==> src/rtl/controlador_led_pwm.sv <==
// rtl/controlador_led_pwm.sv - memory-mapped LED controller with global PWM brightness and per-LED blink gating.
// The blink mask, period register and blink FSM exist only when CONTROLADOR_LED_BLINK_EN is defined.
module controlador_led_pwm #(
  parameter int N_LEDS = 8,
  parameter int DATA_W = 16,
  parameter int PWM_W  = 8
) (
  input  logic              clk,
  input  logic              rst_n,
  input  logic [DATA_W-1:0] in,
  input  logic              we,
  input  logic [1:0]        addr,
  output logic [DATA_W-1:0] rdata,
  output logic [N_LEDS-1:0] Led
);

  localparam logic [1:0] ADDR_VALUE  = 2'd0;
  localparam logic [1:0] ADDR_MASK   = 2'd1;
  localparam logic [1:0] ADDR_DUTY   = 2'd2;
  localparam logic [1:0] ADDR_PERIOD = 2'd3;

  logic [N_LEDS-1:0] value_q;
  logic [PWM_W-1:0]  duty_q;
  logic [PWM_W-1:0]  pwm_cnt;
  logic              pwm_on;
  logic [N_LEDS-1:0] blink_gate;
  logic              unused_in;

  // Keeps bus bits that no register stores from being flagged as dead.
  assign unused_in = ^in;

  always_ff @(posedge clk) begin
    if (!rst_n) begin
      value_q <= '0;
      duty_q  <= '1;
    end else begin
      if (we && addr == ADDR_VALUE) value_q <= in[N_LEDS-1:0];
      if (we && addr == ADDR_DUTY)  duty_q  <= in[PWM_W-1:0];
    end
  end

  always_ff @(posedge clk) begin
    if (!rst_n) pwm_cnt <= '0;
    else        pwm_cnt <= pwm_cnt + PWM_W'(1);
  end

  // Full-scale duty bypasses the compare so the LED never drops out at the wrap.
  assign pwm_on = (duty_q == '1) || (pwm_cnt < duty_q);

`ifdef CONTROLADOR_LED_BLINK_EN
  typedef enum logic {BLK_OFF = 1'b0, BLK_ON = 1'b1} blk_state_t;

  blk_state_t        state, state_next;
  logic [N_LEDS-1:0] mask_q;
  logic [DATA_W-1:0] period_q;
  logic [DATA_W-1:0] blk_cnt, blk_cnt_next;
  logic              period_wr;
  logic              phase;

  assign period_wr = we && (addr == ADDR_PERIOD);

  always_ff @(posedge clk) begin
    if (!rst_n) begin
      mask_q   <= '0;
      period_q <= '1;
    end else begin
      if (we && addr == ADDR_MASK) mask_q <= in[N_LEDS-1:0];
      if (period_wr)               period_q <= in;
    end
  end

  always_ff @(posedge clk) begin
    if (!rst_n) begin
      state   <= BLK_ON;
      blk_cnt <= '0;
    end else begin
      state   <= state_next;
      blk_cnt <= blk_cnt_next;
    end
  end

  // A period write restarts the blink in the ON phase, overriding the terminal toggle.
  always_comb begin
    state_next   = state;
    blk_cnt_next = blk_cnt + DATA_W'(1);
    if (period_wr) begin
      state_next   = BLK_ON;
      blk_cnt_next = '0;
    end else if (blk_cnt == period_q) begin
      state_next   = (state == BLK_ON) ? BLK_OFF : BLK_ON;
      blk_cnt_next = '0;
    end
  end

  always_comb begin
    phase      = (state == BLK_ON);
    blink_gate = ~mask_q | {N_LEDS{phase}};
  end
`else
  assign blink_gate = '1;
`endif

  always_comb begin
    rdata = '0;
    case (addr)
      ADDR_VALUE:  rdata[N_LEDS-1:0] = value_q;
      ADDR_DUTY:   rdata[PWM_W-1:0]  = duty_q;
`ifdef CONTROLADOR_LED_BLINK_EN
      ADDR_MASK:   rdata[N_LEDS-1:0] = mask_q;
      ADDR_PERIOD: rdata             = period_q;
`endif
      default:     rdata = '0;
    endcase
  end

  always_ff @(posedge clk) begin
    if (!rst_n) Led <= '0;
    else        Led <= value_q & {N_LEDS{pwm_on}} & blink_gate;
  end

endmodule

==> config.mk <==
export PLATFORM = sky130hd
export DESIGN_NAME = controlador_led_pwm
export DESIGN_NICKNAME = d
export VERILOG_FILES = /design/src/rtl/controlador_led_pwm.sv
export SDC_FILE = /design/constraint.sdc
export NUM_CORES = 1
export LEC_CHECK = 0
export BUFFER_PORTS_ARGS = -buffer_cell sky130_fd_sc_hd__buf_2
export CAP_MARGIN = 30
export CORE_MARGIN = 3
export CORE_UTILIZATION = 54
export DETAILED_ROUTE_END_ITERATION = 8
export PLACE_DENSITY = 0.93
export SYNTH_ARGS = -nofsm -noshare
export SYNTH_HDL_FRONTEND = slang
export SYNTH_SLANG_ARGS = --single-unit
==> constraint.sdc <==
create_clock -name clk -period 3.8 [get_ports clk]
set_clock_uncertainty 0.2 [all_clocks]
set_input_delay 0 -clock clk [delete_from_list [all_inputs] [get_ports clk]]
set_output_delay 0 -clock clk [all_outputs]
set_load 0.02 [all_outputs]
# Yosys cells after proc, flatten, opt, wreduce, memory -nomap -nowiden
# Index checks and enable logic that the tools add are counted.
[op_classes]
muxes = 1
bitwise_logic = 1
eq_ne = 2
addsub = 1
magnitude_cmp = 1
reduce_logical = 4
[ops]
columns = ["cell", "count"]
rows = [
  ["8-bit case mux with 2 select lines", 1],
  ["8-bit by 1-bit adder with 8-bit output, second input constant", 1],
  ["8-bit AND", 1],
  ["8-bit == test, second input constant", 1],
  ["8-bit less-than comparator", 1],
  ["2-bit == test, second input constant", 1],
  ["1-bit logical AND", 2],
  ["2-bit zero test", 1],
  ["1-bit logical OR", 1],
]
[totals]
out_inout_bits = 24
reg_bits = 32
word_cells = 14
input_bits = 21

# Longest topological paths before layout
# Gate-level depths: netlist of the first run.
[logic_depth]
depth_word = 3
mapped_depth = 6
ltp_nobuf = 6

# Worst setup path before layout of the first run
# No wires, ideal clock.
[synth_timing]
path_type = "register to register"
from = "reg duty_q[7]"
to = "reg Led[0]"
synth_period_minus_slack_ps = 1775
required_ps = 3455
setup_ps = 145
path_buffers = 0
setup_slack_ps = 2025
stages_incl_launch_ff = 6
t_arrival_ps = 1430
cell_sequence = "dfxtp_1 > inv_1 > ha_1 > nand4_1 > o41ai_2 > nor3b_1"
[synth_between]
elab_chain_cells = 3
elab_cells_between_ends = 4
cone_classes = "1 x order compare; 1 x eq/ne; 1 x bitwise; 1 x reduce/logical"
[synth_rtl]
columns = ["element", "line", "rtl"]
rows = [
  ["start: declaration", "23", "logic [PWM_W-1:0] duty_q;"],
  ["start signal: assignment", "38", "if (we && addr == ADDR_DUTY) duty_q <= in[PWM_W-1:0];"],
  ["8-bit less-than comparator / 8-bit == test (equally long branches)", "48", "assign pwm_on = (duty_q == '1) || (pwm_cnt < duty_q);"],
  ["1-bit logical OR (*)", "48", ""],
  ["8-bit AND (*)", "118", "else Led <= value_q & {N_LEDS{pwm_on}} & blink_gate;"],
  ["end signal: assignment", "118", ""],
  ["end: declaration", "14", "output logic [N_LEDS-1:0] Led"],
]
# Every way passes the cells marked *; elsewhere a longest branch is shown, timed or not.
# A chain may end at the register's enable or synchronous reset.

# Worst setup path in the final report of the first run
[layout_timing]
from = "reg duty_q[7]"
to = "reg Led[3]"
# Same word-level chain as after synthesis.

==> results of run 1 <==
per-stage QoR:
stage | std cells | area, um2
after detailed placement | 206 | 1640
after global routing | 229 | 1840
final | 229 | 1840
after floorplan | 162 | 1550
after global placement | 206 | 1640
after CTS | 229 | 1840
layer usage:
layer / GRT usage [%] / share of wire [%]
met5: 0 / 0
met4: 12.9 / 4.1
met3: 5.66 / 4.6
met2: 37.9 / 50
met1: 24.3 / 41
flip-flops by register name, indices dropped and copies added, names as in the netlist:
name / count
Led: 8
duty_q: 8
pwm_cnt: 8
value_q: 8
worst reg2reg max path: cells and delay by family (launching register included):
| kind | cells | cell delay, ps |
|---|---|---|
| AO/OA/AOI/OAI | 1 | 820 |
| flip-flops | 1 | 370 |
| adder cells (fa/ha/maj) | 1 | 330 |
| AND/OR/NAND/NOR | 2 | 270 |
| buffers and inverters | 1 | 70 |
cells in the final DEF (no fill, tap or decap):
master,count
a21o_1,1
a21oi_1,1
nor2b_1,9
mux2i_1,16
conb_1,8
nand2b_1,1
o21a_1,1
xnor2_1,4
and3_1,2
nand4_1,3
o41ai_2,1
dlygate4sd3_1,16
ha_1,8
clkbuf_4,5
and2_1,7
a2111oi_4,1
nor3b_1,9
dfxtp_1,32
and3b_1,1
clkbuf_1,1
buf_4,1
xor2_1,2
nand2_1,9
nand3_1,4
o211ai_1,8
buf_2,28
inv_1,8
clkinv_2,1
nor2_1,10
a41oi_1,1
cell usage after synthesis, types with 2 or more instances:
cell type   n  area, um2
dfxtp_1    32        641
mux2i_1    16        160
buf_4      10       75.1
nor2_1     10       37.5
nand2_1     9       33.8
nor2b_1     9       56.3
nor3b_1     9       67.6
ha_1        8        100
inv_1       8       30.0
o211ai_1    8       60.1
and2_1      7       43.8
nand3_1     4       20.0
xnor2_1     4       35.0
nand4_1     3       18.8
and3_1      2       12.5
buf_2       2       10.0
clkbuf_1    2       7.51
xor2_1      2       17.5
worst paths after layout:
check,end,depth (start not counted)
worst min register to register,pwm_cnt[0],1
worst max-delay path,Led[3],5
worst min-delay path,value_q[7],5
worst max register to register,Led[3],5
layout make-up:
class | count | share of cell area, %
Clock buffer | 6 | 2.24
Clock inverter | 1 | 0.272
Inverter | 8 | 1.63
Multi-Input combinational cell | 107 | 42.4
Sequential cell | 32 | 34.8
Tap cell | 30 | 2.04
Timing Repair Buffer | 45 | 16.7
kinds of logic (layout without fill, tap and decap cells):
kind of cell	Yosys count	after routing	synth area share, %
compound gates	14	14	8.71
buf+inv	23	60	8.38
xor+xnor	6	6	3.45
other cells	1	8	0.246
fa+ha+maj	8	8	6.57
simple gates	55	55	20.0
flops	32	32	42.1
mux	16	16	10.5
power by group through the flow:
| stage | Combinational (W) | Sequential, W | Clock (W) |
|---|---|---|---|
| 6_report | 0.000101 | 0.000356 | 0.000180 |
| 5_1_grt | 0.000111 | 0.000358 | 0.000196 |
| 4_1_cts | 0.0000991 | 0.000356 | 0.000179 |
| 3_5_place_dp | 0.0000865 | 0.000364 | 0 |
| 3_3_place_gp | 0.0000834 | 0.000363 | 0 |
| 2_1_floorplan | 0.0000693 | 0.000363 | 0 |
==> out/metrics.yaml, run 1 <==
ys.flop_type: "dfxtp_1"
critPathArrivalTime_ps: 2200
clockBufferDepth: 2
numCtsBuffers: 5
wl_mm: 3.39
async_reset_ff_share_pct: 0
die_h_um: 59.1
power.leakage_nw: 0.891
fin_tns_setup_ps: 0
internal_power_w: 0.000460
track_usage_pct: 22.0
start_kind: "register"
drv_slew: 0
viasPerCell: 5.47
cts-root-buf: "clkbuf_4"
critPathSlowestCell: "o41ai_2"
synthCells: 155
synth_cell_type_count: 28
cp-startpoint: "duty_q[7]"
p_sw_w: 0.000177
layout.nets: 228
dr_total_vias: 1252
peakVddDrop_mv: 0.311
end_kind: "register"
combinationalPowerShare_pct: 15.8
dieArea_um2: 3490
antenna_found_initial: 0
die_x_um: 59.1
required_ps: 3800
netlist_area_um2: 1520
rsz0062_at_grt: "no"
ant_nets: 0
ys_seq_area_share_pct: 42.1
tritoncts: "done"
pin_count: 45
insertion_delay_ps: 340
globalRouteOverflowTotal: 0
rows: 18
timing.final.ws_setup_ps: 1600
cts_max_level: 2
ys_seq_elements: 32
grt_max_degree: 26
switching_share_pct: 27.8
syn_to_final_growth_pct: 21.0
initial_utilization_pct: 59.3
cts_resized: 0
finalPower_w: 0.000637
gp_congestion: 0.760
r2r_slack_ps: 1600
post-route-period-util_pct: 57.9
cts.sinks: 32
grt_first_pass_wirelength_mm: 5.64
fillers: 195
maxCapViolCount: 0
whs_ps: 107
clk_pin_slew_ps: 100
cp_max_fo: 8
avgSynthCellArea_um2: 9.82
crit_type: "reg2reg"
register_area_um2: 641
multi_input_area_um2: 781
min_path_type: "in2reg"
setup_violations: 0
p_seq_share_pct: 55.9
first_pass_iters: 4
dp_slack_ps: 1660
post-route-util_pct: 71.8
hpwl_mm: 2.28
rr_startpoint: "duty_q[7]"
path_cells: "inv_1 -> ha_1 -> nand4_1 -> o41ai_2 -> nor3b_1"
core_area_um2: 2570
yosysWarnings: 0
drt_iter0_markers: 19
diodes: 0
synth_edf_count: 0
tightest_slew_ps: 858
worst_path_largest_cell_delay_ps: 820
hold_buffers: 16
drive_above_1_share_pct: 18.6
relSlewSlack_pct: 42.2
status: "completed"
max_freq_ghz: 0.455
finalCriticalPeriod_ps: 2200
drc_errors: 0
cp_num_buf_inv: 1
postCtsSetupRepairBufs: 0
port_buffers: 28
min_from: "we"
clkPwrFrac_pct: 28.3
cpLargestDelayFamily: "compound AO/OA/AOI/OAI gates"
grt_pass1_vias: 1269
routedWlPerCell_um: 14.8
cellPowerDensity_nw_per_um2: 346
hold_viol_final: 0
(Power assumes the default switching activity.)
==> inputs of run 2 (changes only) <==
- ABC_AREA: unset -> 1
- CORE_UTILIZATION: 54 -> 46
- PLACE_DENSITY: 0.93 -> 0.85
- clock period: 3.8 -> 1.8 ns (I/O delays scaled with it)
==> run 2 against run 1 <==
Synthesized cell count is 24% higher; first-iteration DRC count grew to 3.8 times the previous value; routed wire length is 6.8% higher; global-route usage is 3.5 points lower; largest power group unchanged.
==> out/metrics.yaml, run 2 <==
status: "completed"
p_sw_w: 0.000387
grt_max_degree: 26
multi_input_area_um2: 793
cpLargestDelayFamily: "buffers and inverters"
final_cells: 287
critical-path-top-cell-by-count: "dlygate4sd3_1"
path_cells: "buf_2 -> dlygate4sd3_1 -> nor2_4 -> nand2_4 -> inv_8 -> nand2_1 -> dlygate4sd3_1 -> o211ai_2"
synth_cell_type_count: 30
required_ps: 1860
track_usage_pct: 18.5
post-route-period-util_pct: 96.6
die_x_um: 64.8
die_h_um: 64.8
layout.nets: 274
port_buffers: 28
drc_errors: 0
numCtsBuffers: 5
core_area_um2: 3180
yosysMostFrequentCell: "nand2_1"
combinationalPowerShare_pct: 18.1
start_kind: "input pin"
min_from: "addr[0]"
yosys-top-cells-count: "nand2_1, dfxtp_1, nor2_1"
insertion_delay_ps: 330
first_pass_iters: 4
register_area_um2: 641
gp_congestion: 0.776
ys_seq_elements: 32
internal_power_w: 0.000959
ys_seq_area_share_pct: 40.3
maxCapViolCount: 0
p_seq_share_pct: 56.1
avgSynthCellArea_um2: 8.28
clk_pin_slew_ps: 90
rsz0062_at_grt: "no"
wl_mm: 3.62
yosysTopAreaCellShare_pct: 40.3
globalRouteOverflowTotal: 0
synth_area_leader_cell: "dfxtp_1"
ys.flop_type: "dfxtp_1"
synthTopCellsByArea: "dfxtp_1, nand2_1, ha_1"
cts-root-buf: "clkbuf_4"
worst_path_largest_cell_delay_ps: 590
switching_share_pct: 28.8
grt_first_pass_wirelength_mm: 5.93
grt_pass1_vias: 1332
tritoncts: "done"
viasPerCell: 4.89
pin_count: 45
dr_total_vias: 1402
hold_viol_final: 0
cellPowerDensity_nw_per_um2: 679
cp_max_fo: 15
cp_num_buf_inv: 4
clkPwrFrac_pct: 25.8
min_path_type: "in2reg"
cp-startpoint: "addr[0]"
end_kind: "register"
drv_slew: 0
routedWlPerCell_um: 12.6
diodes: 0
synth_edf_count: 0
final_cell_mix: "nand2_1, dfxtp_1, buf_2"
critPathSlowestCell: "dlygate4sd3_1"
hold_depth: 6
rr_startpoint: "duty_q[5]"
drive_above_1_share_pct: 25.1
antenna_found_initial: 0
finalCriticalPeriod_ps: 1740
place_inst: 260
crit_type: "in2reg"
drt_iter0_markers: 73
netlist_area_um2: 1590
rows: 20
dieArea_um2: 4200
ant_nets: 0
cts_max_level: 2
max_freq_ghz: 0.575
synthCells: 192
fin_tns_setup_ps: 0
final_common_cell: "nand2_1"
reg2regPathDepth: 7
yosysWarnings: 0
hpwl_mm: 2.26
async_reset_ff_share_pct: 0
clockBufferDepth: 2
setup_violations: 0
crit_cells: 8
peakVddDrop_mv: 0.530
initial_utilization_pct: 50.0
power.leakage_nw: 0.947
critPathArrivalTime_ps: 1800
syn_to_final_growth_pct: 24.7
fillers: 265
cts.sinks: 32
run 2: cell count changes in the layout (fill, tap and decap cells not counted), moves of 8 or more:
cell	change
mux2i_1	-16
o211ai_1	-8
nor2b_1	-9
o21ai_0	+17
inv_1	+8
nor2_1	+13
nand2_1	+28
a21oi_1	+11
nor3b_1	-9
run 2: worst paths after layout:
check	end	slack, ps
max reg2reg	Led[6]	160
min reg2reg	Led[7]	250
min	value_q[7]	60
max	duty_q[2]	60
run 2: cell type report:
cell class | instances | share of cell area, %
clock buffers | 5 | 1.89
inverters | 21 | 4.42
multi-input cells | 134 | 40.0
flip-flops and latches | 32 | 32.3
well taps | 44 | 2.78
repair buffers | 51 | 18.6
run 2: per-stage QoR:
step                      cell area, um2  power [W]  util (%)  hold WS [ps]  setup WS, ps
final                               1980    0.00135      62.4          63.6          60.6
after detailed placement            1720   0.000978      54.2          24.0           182
after CTS                           1980    0.00135      62.3          29.1          90.0
after global routing                1980    0.00142      62.4          76.6          22.7
after global placement              1720   0.000974      54.2          23.2           232
after floorplan                     1620   0.000932         -         -95.2           330
run 2: repair_timing:
item / CTS / global route
buffers inserted: 0 / 0
resized for setup: 0 / 1
hold buffers: 22 / 0
endpoints found under the hold margin: 27 / 0
endpoints found under the setup margin: 0 / 2
run 2: cells by family (layout without fill, tap and decap cells):
kind of cell / Yosys count / after routing / share of synthesized area (%)
AOI/OAI and AO/OA: 38 / 38 / 15.6
xor gates and xnor gates: 1 / 1 / 0.551
adders and majority gates: 8 / 8 / 6.30
buffers and inverters: 33 / 77 / 11.4
DFF: 32 / 32 / 40.3
other: 1 / 8 / 0.236
and+or+nand+nor: 79 / 79 / 25.6
run 2: power groups by stage:
stage          Clock (W)  Combinational [W]  Sequential, W
6_report        0.000347           0.000244       0.000755
5_1_grt         0.000393           0.000265       0.000760
4_1_cts         0.000359           0.000236       0.000755
3_5_place_dp           0           0.000206       0.000772
3_3_place_gp           0           0.000203       0.000771
2_1_floorplan          0           0.000157       0.000775
run 2: layer usage:
layer,vias to the layer above,routed length (um),global-route usage [%]
li1,711,-,-
met1,642,1500,21.8
met2,43,1840,31.7
met3,6,222,5.20
met4,0,60,7.12
met5,-,0,0
run 2: worst register-to-register path: cells and delay by family (launching register included):
family / cells / cell delay (ps)
compound gates: 2 / 320
fa+ha+maj: 1 / 310
buf+inv: 1 / 70
flops: 1 / 330
simple gates: 3 / 330
==> inputs of run 3 (changes only) <==
- BUFFER_PORTS_ARGS: -buffer_cell sky130_fd_sc_hd__buf_2 -> unset
- CORE_UTILIZATION: 46 -> 55
- DONT_BUFFER_PORTS: unset -> 1
- PLACE_DENSITY: 0.85 -> 0.83
==> run 3 against run 2 <==
Power is 5.3% higher; die area is 15% lower; global-route usage is 3.9 points higher; sequential power is 1% higher; via count is 2.6% lower; utilization is 9.5 points higher; worst setup slack better by 5.9 ps; register-to-register slack worse by 90 ps; sequential share of layout area is 1.8 points higher; largest power group unchanged.
==> out/metrics.yaml, run 3 (synthesis gave the netlist of run 2 again) <==
hold_viol_final: 0
dieArea_um2: 3570
pin_count: 45
peakVddDrop_mv: 0.732
drv_slew: 0
hold_depth: 3
gp_congestion: 0.836
post-route-period-util_pct: 96.3
tritoncts: "done"
final_cell_mix: "nand2_1, dfxtp_1, nor2_1"
rr_startpoint: "duty_q[5]"
finalCriticalPeriod_ps: 1730
cts.sinks: 32
grt_first_pass_wirelength_mm: 5.95
reg2reg_to: "Led[2]"
globalRouteOverflowTotal: 0
use_met2_pct: 40.4
power.leakage_nw: 0.858
hpwl_mm: 2.44
use_met1_pct: 24.0
drc_errors: 0
status: "completed"
track_usage_pct: 22.5
maxCapViolCount: 0
end_kind: "register"
critPathSlowestCell: "dfxtp_1"
whs_ps: 190
syn_to_final_growth_pct: 18.1
die_x_um: 59.8
drive_above_1_share_pct: 18.9
clockBufferDepth: 2
grt_max_degree: 30
critical-path-top-cell-by-count: "a21oi_1"
fin_tns_setup_ps: 0
worst_path_largest_cell_delay_ps: 360
port_buffers: 0
min_path_type: "in2reg"
critPathArrivalTime_ps: 1780
min_from: "in[5]"
final_common_cell: "nand2_1"
final_cells: 252
fillers: 208
crit_type: "reg2reg"
antenna_found_initial: 0
layout.nets: 250
place_inst: 224
clk_pin_slew_ps: 100
ant_nets: 0
start_kind: "register"
core_area_um2: 2610
viasPerCell: 5.42
cp_num_buf_inv: 1
reg2regPathDepth: 7
grt_pass1_vias: 1377
required_ps: 1850
rows: 18
cts-root-buf: "clkbuf_4"
hold_path_end: "duty_q[5]"
routedWlPerCell_um: 14.5
insertion_delay_ps: 330
finalPower_w: 0.00142
die_h_um: 59.8
dr_total_vias: 1366
setup_violations: 0
max_freq_ghz: 0.577
cpLargestDelayFamily: "flip-flops"
path_cells: "inv_1 -> ha_1 -> a21oi_1 -> nor2_1 -> nor3_4 -> nand2_4 -> a21oi_1"
wl_mm: 3.65
place_area_um2: 1610
initial_utilization_pct: 60.8
diodes: 0
drt_iter0_markers: 60
first_pass_iters: 4
r2r_slack_ps: 70
grt_util_met3_pct: 4.75
numCtsBuffers: 5
busiest_layer: "met2"
design_area_um2: 1880
cts_max_level: 2
cp_max_fo: 8
cellPowerDensity_nw_per_um2: 756
-- run 3: where the power goes --
group / switching (W) / internal (W) / total, W
Sequential: 0.0000276 / 0.000737 / 0.000765
Combinational: 0.000140 / 0.0000831 / 0.000223
Clock: 0.000238 / 0.000193 / 0.000431
Total: 0.000405 / 0.00101 / 0.00142
-- run 3: repair_timing --
item,in CTS,in global routing
gates resized for setup,0,1
setup buffers,0,0
hold endpoints to repair,32,0
setup endpoints to repair,0,1
hold buffers,19,0
-- run 3: area by class of cell --
class / count / area (um2) / area share, %
sequential: 32 / 641 / 34.1
inverter: 21 / 85.1 / 4.53
clock buffer: 8 / 58.8 / 3.13
multi-input combinational: 134 / 797 / 42.5
timing repair buffer: 27 / 258 / 13.7
tap: 30 / 37.5 / 2.00
-- run 3: per-stage QoR --
step                      worst slack [ps]  util, %
final                                 66.6     71.8
after CTS                             97.3     71.1
after global routing                 -2.79     71.8
after global placement                 244     61.6
after detailed placement               137     61.6
after floorplan                        330        -
-- run 3: per-layer routing --
metal | share of wire [%] | vias up
li1 | - | 665
met1 | 38 | 641
met2 | 54 | 51
met3 | 5.8 | 9
met4 | 2.2 | 0
met5 | 0 | -
-- run 3: how the worst max path moves through the flow --
stage / start / depth (start not counted) / to / slack, ps
6_report: duty_q[5] / 7 / Led[2] / 70
5_1_grt: duty_q[5] / 7 / Led[3] / -3
4_1_cts: duty_q[5] / 7 / Led[3] / 100
3_5_place_dp: duty_q[5] / 7 / Led[3] / 140
3_3_place_gp: duty_q[5] / 7 / Led[2] / 240
2_1_floorplan: duty_q[5] / 7 / Led[0] / 330
-- run 3: worst reg2reg max path, cell delays in order, from the launching register on --
cell and delay [ps]:
dfxtp_1 360, inv_1 90, ha_1 320, a21oi_1 160, nor2_1 80, nor3_4 150
nand2_4 120, a21oi_1 190
